===== src/rtl/excp_commit_arb.sv =====
// Commit-stage exception/interrupt/eret arbiter feeding cp0 and the fetch redirect port.
// Optional perf counters are enabled by defining EXC_ARB_PERF_EN.
module excp_commit_arb #(
  parameter int EXC_W     = 8,
  parameter int FLUSH_CYC = 2
) (
  input  logic                  clk,
  input  logic                  reset,
  input  logic [1:0]            c_valid,
  input  logic [1:0][31:0]      c_pc,
  input  logic [1:0]            c_branch,
  input  logic [1:0][EXC_W-1:0] c_excp,
  input  logic [1:0]            c_eret,
  output logic                  commit_ready,
  output logic [1:0]            retire,
  input  logic                  cp0_is_int,
  input  logic [31:0]           cp0_entrance,
  input  logic [31:0]           cp0_epc,
  output logic                  exc_valid,
  output logic [31:0]           exc_pc,
  output logic [EXC_W-1:0]      exc_etype,
  output logic                  exc_slot,
  output logic                  eret_valid,
  output logic                  inter_valid,
  output logic [31:0]           int_pc,
  output logic                  int_slot,
  output logic                  redir_valid,
  output logic [31:0]           redir_pc,
  input  logic                  redir_ready,
  output logic                  flush
`ifdef EXC_ARB_PERF_EN
  ,
  output logic [31:0]           perf_exc,
  output logic [31:0]           perf_int,
  output logic [31:0]           perf_eret
`endif
);

  typedef enum logic [1:0] {IDLE = 2'd0, REDIR = 2'd1, FLUSH = 2'd2} state_e;

  state_e      state_q, state_d;
  logic        last_br_q, last_br_d;
  logic [3:0]  cnt_q, cnt_d;
  logic [31:0] redir_pc_q, redir_pc_d;

  logic event_s, slot0_s, slot1_s, trap0_s, trap1_s, eret0_s, eret1_s;

  assign slot0_s = last_br_q;
  assign slot1_s = c_branch[0] && c_valid[0];
  assign trap0_s = c_valid[0] && (|c_excp[0]);
  assign trap1_s = c_valid[1] && (|c_excp[1]);
  assign eret0_s = c_valid[0] && c_eret[0];
  assign eret1_s = c_valid[1] && c_eret[1];

  // Event arbitration, cp0 strobes and FSM next state
  always_comb begin
    state_d     = state_q;
    last_br_d   = last_br_q;
    cnt_d       = cnt_q;
    redir_pc_d  = redir_pc_q;
    event_s     = 1'b0;
    retire      = 2'b00;
    exc_valid   = 1'b0;
    exc_pc      = 32'h0;
    exc_etype   = '0;
    exc_slot    = 1'b0;
    eret_valid  = 1'b0;
    inter_valid = 1'b0;
    int_pc      = 32'h0;
    int_slot    = 1'b0;
    case (state_q)
      IDLE: begin
        if (cp0_is_int && (|c_valid)) begin
          inter_valid = 1'b1;
          event_s     = 1'b1;
          redir_pc_d  = cp0_entrance;
          if (c_valid[0]) begin
            int_pc   = c_pc[0];
            int_slot = slot0_s;
          end else begin
            int_pc   = c_pc[1];
            int_slot = slot1_s;
          end
        end else if (trap0_s) begin
          exc_valid  = 1'b1;
          exc_pc     = c_pc[0];
          exc_etype  = c_excp[0];
          exc_slot   = slot0_s;
          event_s    = 1'b1;
          redir_pc_d = cp0_entrance;
        end else if (eret0_s) begin
          eret_valid = 1'b1;
          retire     = 2'b01;
          event_s    = 1'b1;
          redir_pc_d = cp0_epc;
        end else if (trap1_s) begin
          exc_valid  = 1'b1;
          exc_pc     = c_pc[1];
          exc_etype  = c_excp[1];
          exc_slot   = slot1_s;
          retire     = {1'b0, c_valid[0]};
          event_s    = 1'b1;
          redir_pc_d = cp0_entrance;
        end else if (eret1_s) begin
          eret_valid = 1'b1;
          retire     = {1'b0, c_valid[0]};
          event_s    = 1'b1;
          redir_pc_d = cp0_epc;
        end else begin
          retire = c_valid;
        end
        // The delay-slot tracker follows the youngest lane that actually retired
        if (event_s) begin
          last_br_d = 1'b0;
          state_d   = REDIR;
        end else if (retire[1]) begin
          last_br_d = c_branch[1];
        end else if (retire[0]) begin
          last_br_d = c_branch[0];
        end else begin
          last_br_d = last_br_q;
        end
      end
      REDIR: begin
        if (redir_ready) begin
          state_d = FLUSH;
          cnt_d   = 4'(FLUSH_CYC - 1);
        end else begin
          state_d = REDIR;
        end
      end
      FLUSH: begin
        if (cnt_q == 4'd0) begin
          state_d = IDLE;
        end else begin
          cnt_d = cnt_q - 4'd1;
        end
      end
      default: state_d = IDLE;
    endcase
  end

  assign commit_ready = (state_q == IDLE);
  assign redir_valid  = (state_q == REDIR);
  assign redir_pc     = redir_pc_q;
  assign flush        = event_s || (state_q != IDLE);

  // State, delay-slot tracker, flush counter and redirect target registers
  always_ff @(posedge clk) begin
    if (reset) begin
      state_q    <= IDLE;
      last_br_q  <= 1'b0;
      cnt_q      <= 4'd0;
      redir_pc_q <= 32'h0;
    end else begin
      state_q    <= state_d;
      last_br_q  <= last_br_d;
      cnt_q      <= cnt_d;
      redir_pc_q <= redir_pc_d;
    end
  end

`ifdef EXC_ARB_PERF_EN
  // Taken-event counters, free-running with natural wrap
  always_ff @(posedge clk) begin
    if (reset) begin
      perf_exc  <= 32'h0;
      perf_int  <= 32'h0;
      perf_eret <= 32'h0;
    end else begin
      perf_exc  <= perf_exc + {31'h0, exc_valid};
      perf_int  <= perf_int + {31'h0, inter_valid};
      perf_eret <= perf_eret + {31'h0, eret_valid};
    end
  end
`endif

endmodule


===== config.mk =====
export PLATFORM = sky130hd
export DESIGN_NAME = excp_commit_arb
export DESIGN_NICKNAME = d
export VERILOG_FILES = /design/src/rtl/excp_commit_arb.sv
export SDC_FILE = /design/constraint.sdc
export NUM_CORES = 1
export LEC_CHECK = 0
export CORE_MARGIN = 10
export CORE_UTILIZATION = 36
export DETAILED_ROUTE_END_ITERATION = 12
export HOLD_SLACK_MARGIN = 0.06
export PLACE_DENSITY = 0.88
export SLEW_MARGIN = 25
export SYNTH_ARGS = -nofsm -noshare
export SYNTH_HDL_FRONTEND = slang
export SYNTH_SLANG_ARGS = --single-unit

===== constraint.sdc =====
create_clock -name clk -period 3.5 [get_ports clk]
set_input_delay 0.35 -clock clk [delete_from_list [all_inputs] [get_ports clk]]
set_output_delay 0.35 -clock clk [all_outputs]
set_load 0.02 [all_outputs]

* Word level (Yosys, flattened, before mapping) *
Index checks and enable logic that the tools add are counted.

cells by class
  add/subtract/negate cells = 1
  multipliers = 0
  div/mod/pow operators = 0
  order comparisons = 0
  equal/unequal tests = 6
  shifts and indexed selects = 0
  multiplexer cells = 62
  bitwise gates (word level) = 0
  reductions and logical operators = 20

operators by type and width
  kind                 count
  $mux 32              13
  $mux 8               5
  $mux 1               30
  $mux 2               10
  $reduce_or 8->1      2
  $mux 4               2
  $pmux 4 s2           1
  $logic_and 1x1->1    6
  $pmux 2 s3           1
  $reduce_and 2->1     3
  $reduce_bool 5->1    1
  $logic_not 4->1      1
  $ne 2x1->1 const B   2
  $ne 2x2->1 const B   2
  $reduce_bool 2->1    2
  $sub 4x1->4 const B  1
  $reduce_and 3->1     1
  $reduce_bool 3->1    1
  $eq 2x1->1 const B   1
  $eq 2x2->1 const B   1
  $logic_not 2->1      1
  $reduce_or 2->1      1
  $logic_or 1x1->1     1

word-level totals
  bits in registers = 39
  bits in latches = 0
  bits in writable memories = 0
  ROM bits = 0
  input bits = 154
  output and inout port bits = 114
  logic and storage cells = 93
  memories = 0

* Logic depth before layout (Yosys ltp) *
Gate-level depths: netlist of run 1.

  depth after elaboration = 10
  mapped depth = 8
  depth with buffers taken out = 7

* Worst setup path after synthesis of run 1 *
No wires, ideal clock.

  path kind = register to output
  from = reg state_q[0]
  to = out retire[1]
  data arrival time = 2.070 ns
  data required time = 3.150 ns
  path slack = 1.080 ns
  cell stages (with the launch flop) = 7
  path buffers = 1
  path through = dfxtp_1 > inv_1 > ha_1 > clkbuf_1 > inv_1 > or3_1 > nor4_1

on the way
  cells in the longest elaborated chain, start to end = 2

RTL lines
  element                 line  RTL
  start, declared         41    state_e state_q, state_d;
  start signal, assigned  156   state_q <= state_d;
  $logic_not 2->1         -
  via commit_ready        14    output logic commit_ready,
  $mux 2                  71    case (state_q)
  end, declared           15    output logic [1:0] retire,

The timed path passes the listed nets, and every way through them passes these cells.

* Worst setup path in the final report of run 1 *
  from = in c_excp[10] (netlist name)
  to = out exc_pc[9]

on the way
  cells in the longest elaborated chain, start to end = 7

RTL lines
  element            line  RTL
  start, declared    12    input logic [1:0][EXC_W-1:0] c_excp,
  $reduce_or 8->1    51    assign trap1_s = c_valid[1] && (|c_excp[1]);
  $logic_and 1x1->1  51
  $mux 32            96    end else if (trap1_s) begin
  $mux 32            91    end else if (eret0_s) begin
  $mux 32            84    end else if (trap0_s) begin
  $mux 32            73    if (cp0_is_int && (|c_valid)) begin
  $mux 32            71
  end, declared      20    output logic [31:0] exc_pc,

No other way between the ends.

==> results of run 1 <==
[worst paths after layout]
path	from	end	slack, ns	cells past startpoint
setup reg to reg	cnt_q[0]$_SDFFE_PP0P_	cnt_q[3]$_SDFFE_PP0P_	1.71	7
hold reg to reg	redir_pc[22]$_SDFFE_PP0P_	redir_pc[22]$_SDFFE_PP0P_	0.46	2
hold / removal	redir_pc[22]$_SDFFE_PP0P_	redir_pc[22]$_SDFFE_PP0P_	0.46	2
setup / recovery	c_excp[10]	exc_pc[9]	0.45	7
[per-stage QoR]
| stage | hold WS [ns] | total power [uW] | cell area, um2 |
|---|---|---|---|
| after floorplan | 0.453 | 1030 | 3280 |
| after global placement | 0.447 | 1530 | 6040 |
| after detailed placement | 0.451 | 1550 | 6040 |
| after CTS | 0.463 | 2000 | 6170 |
| after global routing | 0.483 | 2080 | 6170 |
| final | 0.461 | 1980 | 6170 |
[tightest hold or removal path, delay by kind of cell (launching register included)]
family                 cells  cell delay [ns]
AOI/OAI and AO/OA          1             0.05
buffers and inverters      1             0.06
DFF                        1             0.31
[synthesized netlist by cell type]
library cell	number	area share, %
o21ai_4	1	0.50
o211ai_1	1	0.23
or3_1	1	0.19
a311oi_1	1	0.27
nand4b_1	1	0.27
a2111o_1	1	0.34
nand2b_1	1	0.19
o221a_2	1	0.34
a211oi_1	2	0.46
nand2_1	124	14
nor4b_1	1	0.27
clkbuf_1	17	1.9
o31ai_1	1	0.23
buf_2	10	1.5
nor3b_1	2	0.46
or4_1	1	0.23
a221o_1	1	0.31
ha_1	4	1.5
mux2i_1	33	10
nor2b_1	4	0.76
nor3_1	3	0.46
inv_2	1	0.11
buf_1	9	1.0
a31oi_1	2	0.38
o21ai_0	3	0.46
a221oi_2	20	9.2
inv_1	43	4.9
nand4_1	2	0.38
nor4_1	1	0.19
a21o_1	2	0.46
a221oi_1	11	2.9
o32a_1	1	0.31
nor4_4	4	2.6
a21oi_1	79	12
o41ai_1	1	0.27
dfxtp_1	39	24
buf_4	2	0.46
nor2_1	38	4.4
nand3_1	5	0.76
and3_1	1	0.19
mux2_2	1	0.34
[cell type report]
cell class,count,area [um2]
sequential,39,781
multi-input combinational,355,2170
clock buffer,6,72.6
clock inverter,2,60.1
fill,707,2640
timing repair buffer,278,2780
tap,108,135
inverter,44,165
[power groups by stage]
stage	clock (uW)	combinational, uW	sequential, uW
floorplan	0	430	598
global placement	0	991	534
detailed placement	0	1010	538
CTS	453	1020	528
global route	464	1080	534
finish	444	1010	527
[layout by cell type (no fill, tap or decap), types with 2 or more instances in the layout]
cell type	n
a211oi_1	2
a21o_1	2
a21oi_1	78
a221oi_1	11
a221oi_2	20
a31oi_1	2
buf_12	3
buf_2	2
buf_4	8
bufinv_16	2
clkbuf_8	5
clkdlybuf4s50_1	265
dfxtp_1	39
ha_1	4
inv_1	43
mux2i_1	33
nand2_1	124
nand3_1	5
nand4_1	2
nor2_1	38
nor2b_1	4
nor3_1	3
nor3b_1	2
nor4_4	4
o21ai_0	3
[flip-flops by register name, indices dropped and copies added, names as in the netlist]
name / flops
last_br_q: 1
cnt_q: 4
redir_pc: 32
state_q: 2
[cell families after synthesis]
group / after synthesis
adders and majority gates: 4
buffers and inverters: 82
AOI/OAI and AO/OA: 128
muxes: 34
DFF: 39
and+or+nand+nor: 189
[per-layer routing]
layer | GRT usage [%] | vias to the layer above
met2 | 43.2 | 203
met3 | 9.95 | 20
met4 | 6.93 | 0
met5 | 0 | -
li1 | - | 2135
met1 | 21.9 | 2060
==> impl_metrics.toml, run 1 <==
[worst_hold_path]
hp-class = "reg -> reg"

[setup_path]
worstSetupEndpointType = "output port"
critPathLaunchType = "input pin"
crit_fanout = 41
critical_path_buf_inv_count = 3
path_class = "in -> out"
cp.required_ns = 3.15
path_delay_family = "buffers and inverters"
cpPeakStageDelay_ns = 0.58
arrival_ns = 2.70
slowest_stage = "clkdlybuf4s50_1"
path_cells = "clkdlybuf4s50_1 > nor4_4 > a21oi_1 > o211ai_1 > buf_12 > a21oi_1 > clkdlybuf4s50_1"

[synthesis]
syn_area_per_cell_um2 = 6.88
synth-compound-area-share_pct = 28.7
muxShareOfSynthArea_pct = 10.4
synth_cell_types = 41
ys_warn_count = 0
synth_fp_nets = 634
synthSimpleGateAreaFrac_pct = 25.5
syn-cell-area_mm2 = 0.00328
synth_fa_ha_area_share_pct = 1.53
seq_area_frac_synth_pct = 23.8
ys_ff_latch = 39
synthCells = 476
synth-xor-area-share_pct = 0
synth_top_family_by_area = "compound AO/OA/AOI/OAI gates"

[drt]
num_vias = 4418
antenna_left = 0
routedWlPerCell_um = 19.7
routed_wl_um = 16400
wl_met3_um = 1770
viasPerCell = 5.31
top_layer_used = "met4"
m1WireLength_um = 5810
drt_iter0_drc = 275
wl_met2_um = 8410
drt_drc_violations_left = 0
dr.pass1.iters = 5

[sta]
finalWorstSetupSlack_ns = 0.449
slew_violations = 0
finalHoldViolCount = 0
finalSetupViolations = 0
skew_ns = 0.00715
period_needed_ns = 3.05
max_slew_margin_pct = 36.7
fmax_mhz = 328
tightest_slew_ns = 0.949
period_share_pct = 87.2
rsz0062_at_grt = "no"
fin_setup_tns_ns = 0

[floorplan]
io_pins = 268
core_mm2 = 0.00881
die-area_mm2 = 0.0133
num_rows = 34
die_h_um = 115
die_w_um = 115
initial_core_util_pct = 37.2

[layout]
fin_cells = 832
drive_gt1_share_pct = 6.77
fin_util_pct = 70.0
antenna_cells = 0
nets = 881
area_delta_synth_final_pct = 88.2

[cts]
clk_latency_ns = 0.28
cts_resized = 0
cts_tree = "built"
clockBufferDepth = 2
cts_setup_buffers = 0
cts-buffers-inserted = 5
cts.sinks = 39
htree_levels = 2
root_buffer = "clkbuf_8"
clk_pin_slew_ns = 0.07
ctsHoldBuffers = 0

[power_and_ir_drop]
swShare_pct = 35.5
p_leak_uw = 0.00239
p_comb_share_pct = 51.1
ir_drop_v = 0.000211
internal_power_uw = 1280
p_sw_uw = 705
clkPwrFrac_pct = 22.4
powerDensity_mw_per_mm2 = 322
seqPwrFrac_pct = 26.6

[place]
dpl.cell_count = 824
port_buffers = 267
dp_hpwl_um = 13300
gp_congestion = 0.862
pre_cts_ws_ns = 0.472

[global_route]
grt-ovfl-total = 0
antenna_found_initial = 0
grt_pass1_vias = 4630
grt_pass1_wl_um = 24500
grt_util_all_layers_pct = 22.9
grt_start_max_net_pins = 65

[status]
status = "complete, no violations"

[job]
max_cap_violations = 0
(Power assumes the default switching activity.)
==> inputs of run 2 (changes only) <==
--- a/config.mk
+++ b/config.mk
@@ -10,6 +10,7 @@
 export DETAILED_ROUTE_END_ITERATION = 12
 export HOLD_SLACK_MARGIN = 0.06
 export PLACE_DENSITY = 0.88
+export SETUP_SLACK_MARGIN = 0.1
 export SLEW_MARGIN = 25
 export SYNTH_ARGS = -nofsm -noshare
 export SYNTH_HDL_FRONTEND = slang
==> results of run 2 <==
No change in the layout: final DEF, timing and power equal those of run 1.
==> inputs of run 3 (changes only) <==
--- a/config.mk
+++ b/config.mk
@@ -10,6 +10,7 @@
 export DETAILED_ROUTE_END_ITERATION = 12
 export HOLD_SLACK_MARGIN = 0.06
 export PLACE_DENSITY = 0.88
+export RECOVER_POWER = 25
 export SETUP_SLACK_MARGIN = 0.1
 export SLEW_MARGIN = 25
 export SYNTH_ARGS = -nofsm -noshare
==> impl_metrics.toml, run 3 (same netlist as run 1, synthesis figures left out) <==
[layout]
multi_input_area_mm2 = 0.00217
fillCellCount = 707
largest_reg_flops = 32
nets = 881
layout_commonest_cell = "clkdlybuf4s50_1"
drive_gt1_share_pct = 6.77
antenna_cells = 0
regArea_um2 = 781
final_cell_mix = "clkdlybuf4s50_1 (232), nand2_1 (124), a21oi_1 (78), inv_1 (43), dfxtp_1 (39)"
area_delta_synth_final_pct = 88.2
fin_cells = 832

[setup_path]
arrival_ns = 2.71
critPathLaunchType = "input pin"
cp.required_ns = 3.15
crit_fanout = 41
worstSetupEndpointType = "output port"
path_class = "in -> out"

[sta]
fmax_mhz = 327
rsz0062_at_grt = "no"
max_slew_margin_pct = 35.6
slew_violations = 0
hold_slack_ns = 0.458
period_share_pct = 87.5
fin_setup_tns_ns = 0
period_needed_ns = 3.06
finalSetupViolations = 0
skew_ns = 0.00799
finalWorstSetupSlack_ns = 0.438
tightest_slew_ns = 0.965
finalHoldViolCount = 0

[floorplan]
core_mm2 = 0.00881
initial_core_util_pct = 37.2
die-area_mm2 = 0.0133
io_pins = 268
num_rows = 34
die_w_um = 115
die_h_um = 115

[power_and_ir_drop]
p_leak_uw = 0.00246
p_sw_uw = 703
internal_power_uw = 1260
power.total_uw = 1960
seqPwrFrac_pct = 26.7
powerDensity_mw_per_mm2 = 318
clkPwrFrac_pct = 22.6
p_comb_share_pct = 50.7
swShare_pct = 35.8
ir_drop_v = 0.000211

[cts]
cts_resized = 0
cts_setup_buffers = 0
ctsHoldBuffers = 0
cts_tree = "built"
cts.sinks = 39
root_buffer = "clkbuf_8"
cts-buffers-inserted = 5
htree_levels = 2
clk_pin_slew_ns = 0.07
clk_latency_ns = 0.29
clockBufferDepth = 2

[global_route]
grt_start_max_net_pins = 65
grt_pass1_vias = 4630
grt-ovfl-total = 0
antenna_found_initial = 0
grt_util_all_layers_pct = 22.9
grt_pass1_wl_um = 24500

[drt]
drt_iter0_drc = 263
viasPerCell = 5.31
num_vias = 4418
antenna_left = 0
routedWlPerCell_um = 19.7
dr.pass1.iters = 5
drt_drc_violations_left = 0
routed_wl_um = 16400

[place]
dp_hpwl_um = 13300
gp_congestion = 0.862
dpl.cell_count = 824
port_buffers = 267
pre_cts_ws_ns = 0.472

[status]
status = "complete, no violations"

[worst_hold_path]
hp-class = "reg -> reg"

[job]
max_cap_violations = 0
## run 3: cell count changes in the layout (fill, tap and decap cells not counted)
cell / delta
clkdlybuf4s50_1: -33
dlygate4sd3_1: +33
## run 3: worst paths after layout
path | startpoint | to | slack (ns) | depth (start not counted)
setup / recovery | c_excp[10] | exc_pc[9] | 0.44 | 7
hold / removal | redir_pc[22]$_SDFFE_PP0P_ | redir_pc[22]$_SDFFE_PP0P_ | 0.46 | 2
setup reg to reg | cnt_q[0]$_SDFFE_PP0P_ | cnt_q[3]$_SDFFE_PP0P_ | 1.71 | 7
hold reg to reg | redir_pc[22]$_SDFFE_PP0P_ | redir_pc[22]$_SDFFE_PP0P_ | 0.46 | 2
## run 3: layer usage
| layer | routed length [um] | global-route usage (%) | vias to the layer above |
|---|---|---|---|
| met2 | 8460 | 43.2 | 206 |
| met5 | 0 | 0 | - |
| li1 | - | - | 2137 |
| met4 | 410 | 6.93 | 0 |
| met1 | 5760 | 21.9 | 2055 |
| met3 | 1780 | 9.95 | 20 |
## run 3: final cells by class
type                            count  area share, %
Timing Repair Buffer              278           45.1
Multi-Input combinational cell    355           35.2
Sequential cell                    39           12.7
Inverter                           44           2.68
Tap cell                          108           2.19
Clock buffer                        6           1.18
Clock inverter                      2          0.974
## run 3: power groups by stage
stage / logic, uW / clock network [uW] / registers (uW)
after floorplan: 430 / 0 / 598
after global placement: 991 / 0 / 534
after detailed placement: 1010 / 0 / 538
after CTS: 1020 / 453 / 528
after global routing: 1060 / 464 / 532
final: 995 / 444 / 525
## run 3: per-stage QoR
step | utilization, % | instance area [um2]
6_report | 70.0 | 6170
2_1_floorplan | - | 3280
5_1_grt | 70.0 | 6170
3_3_place_gp | 68.5 | 6040
3_5_place_dp | 68.5 | 6040
4_1_cts | 70.0 | 6170
## run 3: worst max-delay path: stages
cell             delay (ns)
clkdlybuf4s50_1        0.47
nor4_4                 0.49
a21oi_1                0.17
o211ai_1               0.31
buf_12                 0.25
a21oi_1                0.06
clkdlybuf4s50_1        0.58
==> edit, RTL diff (flow settings as in run 1) <==
The parameter `EXC_W` goes from 8 to 12.
--- a/src/rtl/excp_commit_arb.sv
+++ b/src/rtl/excp_commit_arb.sv
@@ -1,7 +1,7 @@
 // Commit-stage exception/interrupt/eret arbiter feeding cp0 and the fetch redirect port.
 // Optional perf counters are enabled by defining EXC_ARB_PERF_EN.
 module excp_commit_arb #(
-  parameter int EXC_W     = 8,
+  parameter int EXC_W     = 12,
   parameter int FLUSH_CYC = 2
 ) (
   input  logic                  clk,
Interface: changed (resized c_excp and exc_etype); port bits go from 268 to 280. The function was not compared with the original's and may differ.
==> edit against run 1 <==
Critical path depth grew 1; sequential cell count is the same; final area grew 3.5%; die area grew 5.4%; power shrank 4.2%; routed wire length grew 8.1%; count of clock-buffer cells in the layout is the same; synthesized cell count grew 2.3%; worst hold slack gained 0.037 ns; synthesized area grew 6.6%; worst setup slack lost 0.28 ns; critical path type unchanged; largest cell class unchanged.
==> edit: results (changes against run 1) <==
Outcome
  – Run status: finished, final reports clean

STA
  – Relative max-transition margin: 0.4617 (+0.09461)
  – Clock skew: 0.003527 ns (-0.003626 ns)

Pwr
  – Internal cell power: 1159 uW (-9.4%)
  – Highest ir drop seen on vdd: 0.2140 mV (+1.4%)
  – Leakage power summed over all cells: 0.002507 uW (+5.0%)

Clock network
  – CTS clock-pin slew for the worst setup and hold paths: ~0.080 ns
  – Number of setup buffers added after CTS: 0 (unchanged)
  – Maximum root-to-sink buffer count: 2 (unchanged)
  – Clk_lat worst skew: slightly below 0.3 ns
  – Total number of H-tree levels: 2 (unchanged)
  – CTS-repair resized insts: 0 (unchanged)
  – Master cell of the clock root buffer: clkbuf_8
  – Num CTS Buffers: 5 (unchanged)

Synthesis
  – FFs w/ async S/R, synth: 0 (unchanged)
  – Synth cell count leaders: 157 x nand2_1, 71 x nor2_1, 50 x a21oi_1
  – Synth Warn #: 0 (unchanged)
  – Post-synthesis compound-gate area fraction: 0.2590 (-0.02809)
  – Synth top area cells: dfxtp_1 22%, nand2_1 17%, a311oi_2 14%
  – Adder-Cell Fraction of Synth Area: 0.01433 (-0.0009412)
  – Top FF cell, synth: dfxtp_1
  – Share of synthesized area occupied by flip-flops and latches: 0.2236 (-0.01468)
  – Fraction of post-synthesis cell area in the top cell type by area: 0.2236 (-0.01468)
  – Multiplexer share of the synthesized area: 0.09746 (-0.006782)
  – Number of library cell types mapped by synthesis: 45 (+9.8%)
  – Xor/xnor cell area share of the yosys netlist: 0 (unchanged)
  – Synth Net Count: 653 (+3.0%)

Placement
  – Routability-driven placement congestion ratio: 0.9907 (+15%)
  – Setup slack at placement: 0.1767 ns (-0.2954 ns)
  – Port bufs: 279 (+4.5%)
  – Placed wire-length estimate after detailed placement: 14.57 mm (+9.3%)

Global route
  – Antenna violations before repair: 0 (unchanged)
  – All-Layer GR Usage: 0.2324 (+0.003411)
  – First-pass GRT wire length: 26.40 mm (+7.6%)
  – Number of global-route vias before repair: 4433 (-4.3%)
  – Pin count of the biggest net entering global routing: 66 (+1.5%)

Critical path
  – CP max FO: 12 (-71%)
  – Arrival time of the worst setup path: 2.98 ns (+0.28 ns)

Cells and area
  – Diode count: 0 (unchanged)
  – Fraction of layout cells with a size suffix above 1: 0.09517 (+0.02749)
  – Largest register FFs: 32 (unchanged)
  – Nets@finish: 911 (+3.4%)

Routing
  – First-iteration detailed-routing DRC count: 443 (+61%)
  – Drt wl/cell: 20.25 um (+2.8%)
  – DR pass1 iterations: 5 (unchanged)
  – Via Count: 4615 (+4.5%)

Worst hold path
  – Type of the worst min-delay path: reg -> reg
[edit: cell types whose count changed in the layout (fill, tap and decap cells not counted), sizes merged, moves of 6 or more]
| cell | before | now |
|---|---|---|
| inv | 44 | 8 |
| a221oi | 31 | 0 |
| a21oi | 79 | 50 |
| or4 | 1 | 7 |
| nand2 | 124 | 157 |
| nor2 | 38 | 71 |
| a311oi | 1 | 32 |
| clkdlybuf4s50 | 265 | 275 |
[edit: area by class of cell]
cell class,count,area (um^2)
clock buffer,6,72.57
clock inverter,2,12.51
fill,760,2940
inverter,8,30.03
multi-input combinational,400,2435
sequential,39,780.7
tap,129,161.4
timing repair buffer,291,2895
[edit: cell families after synthesis]
logic type | after synthesis
AO/OA/AOI/OAI | 99
flip-flops | 39
AND/OR/NAND/NOR | 263
adder cells (fa/ha/maj) | 4
buffers and inverters | 48
multiplexers | 34
[edit: final timing paths]
check             startpoint            to  slack (ns)  cells past startpoint
setup / recovery   c_excp[8]  exc_etype[9]        0.17                      8
hold / removal    state_q[1]    state_q[1]        0.50                      2
setup reg to reg  state_q[0]   redir_pc[7]        1.38                      6
hold reg to reg   state_q[1]    state_q[1]        0.50                      2
[edit: stage by stage]
| stage | instances | utilization | area [um^2] | power, uW | hold slack (ns) |
|---|---|---|---|---|---|
| 2_1_floorplan | 487 | - | 3492 | 1098 | 0.4513 |
| 3_3_place_gp | 867 | 0.6754 | 6300 | 1585 | 0.4723 |
| 3_5_place_dp | 867 | 0.6754 | 6300 | 1607 | 0.4877 |
| 4_1_cts | 875 | 0.6845 | 6385 | 1916 | 0.4979 |
| 5_1_grt | 875 | 0.6848 | 6387 | 2007 | 0.5303 |
| 6_report | 875 | 0.6848 | 6387 | 1901 | 0.4977 |
[edit: power groups by stage]
| stage | logic [uW] | clock network (uW) | registers (uW) |
|---|---|---|---|
| after floorplan | 499 | 0 | 599 |
| after global placement | 1050 | 0 | 535 |
| after detailed placement | 1070 | 0 | 539 |
| after CTS | 1070 | 314 | 529 |
| after global routing | 1130 | 336 | 536 |
| final | 1070 | 304 | 530 |
[edit: worst max-delay path, cell delays in order]
cell	delay, ns
clkdlybuf4s50_1	0.45
or4_4	0.59
nor3_4	0.22
nand2b_1	0.22
a21o_1	0.28
buf_4	0.24
a21oi_1	0.07
clkdlybuf4s50_1	0.56
[edit: metal layers]
layer	global-route usage	vias up	part of all wire
met4	0.07557	0	0.028
met2	0.3985	260	0.49
met5	0	-	0
met1	0.2591	2125	0.38
met3	0.08901	34	0.10
li1	-	2196	-
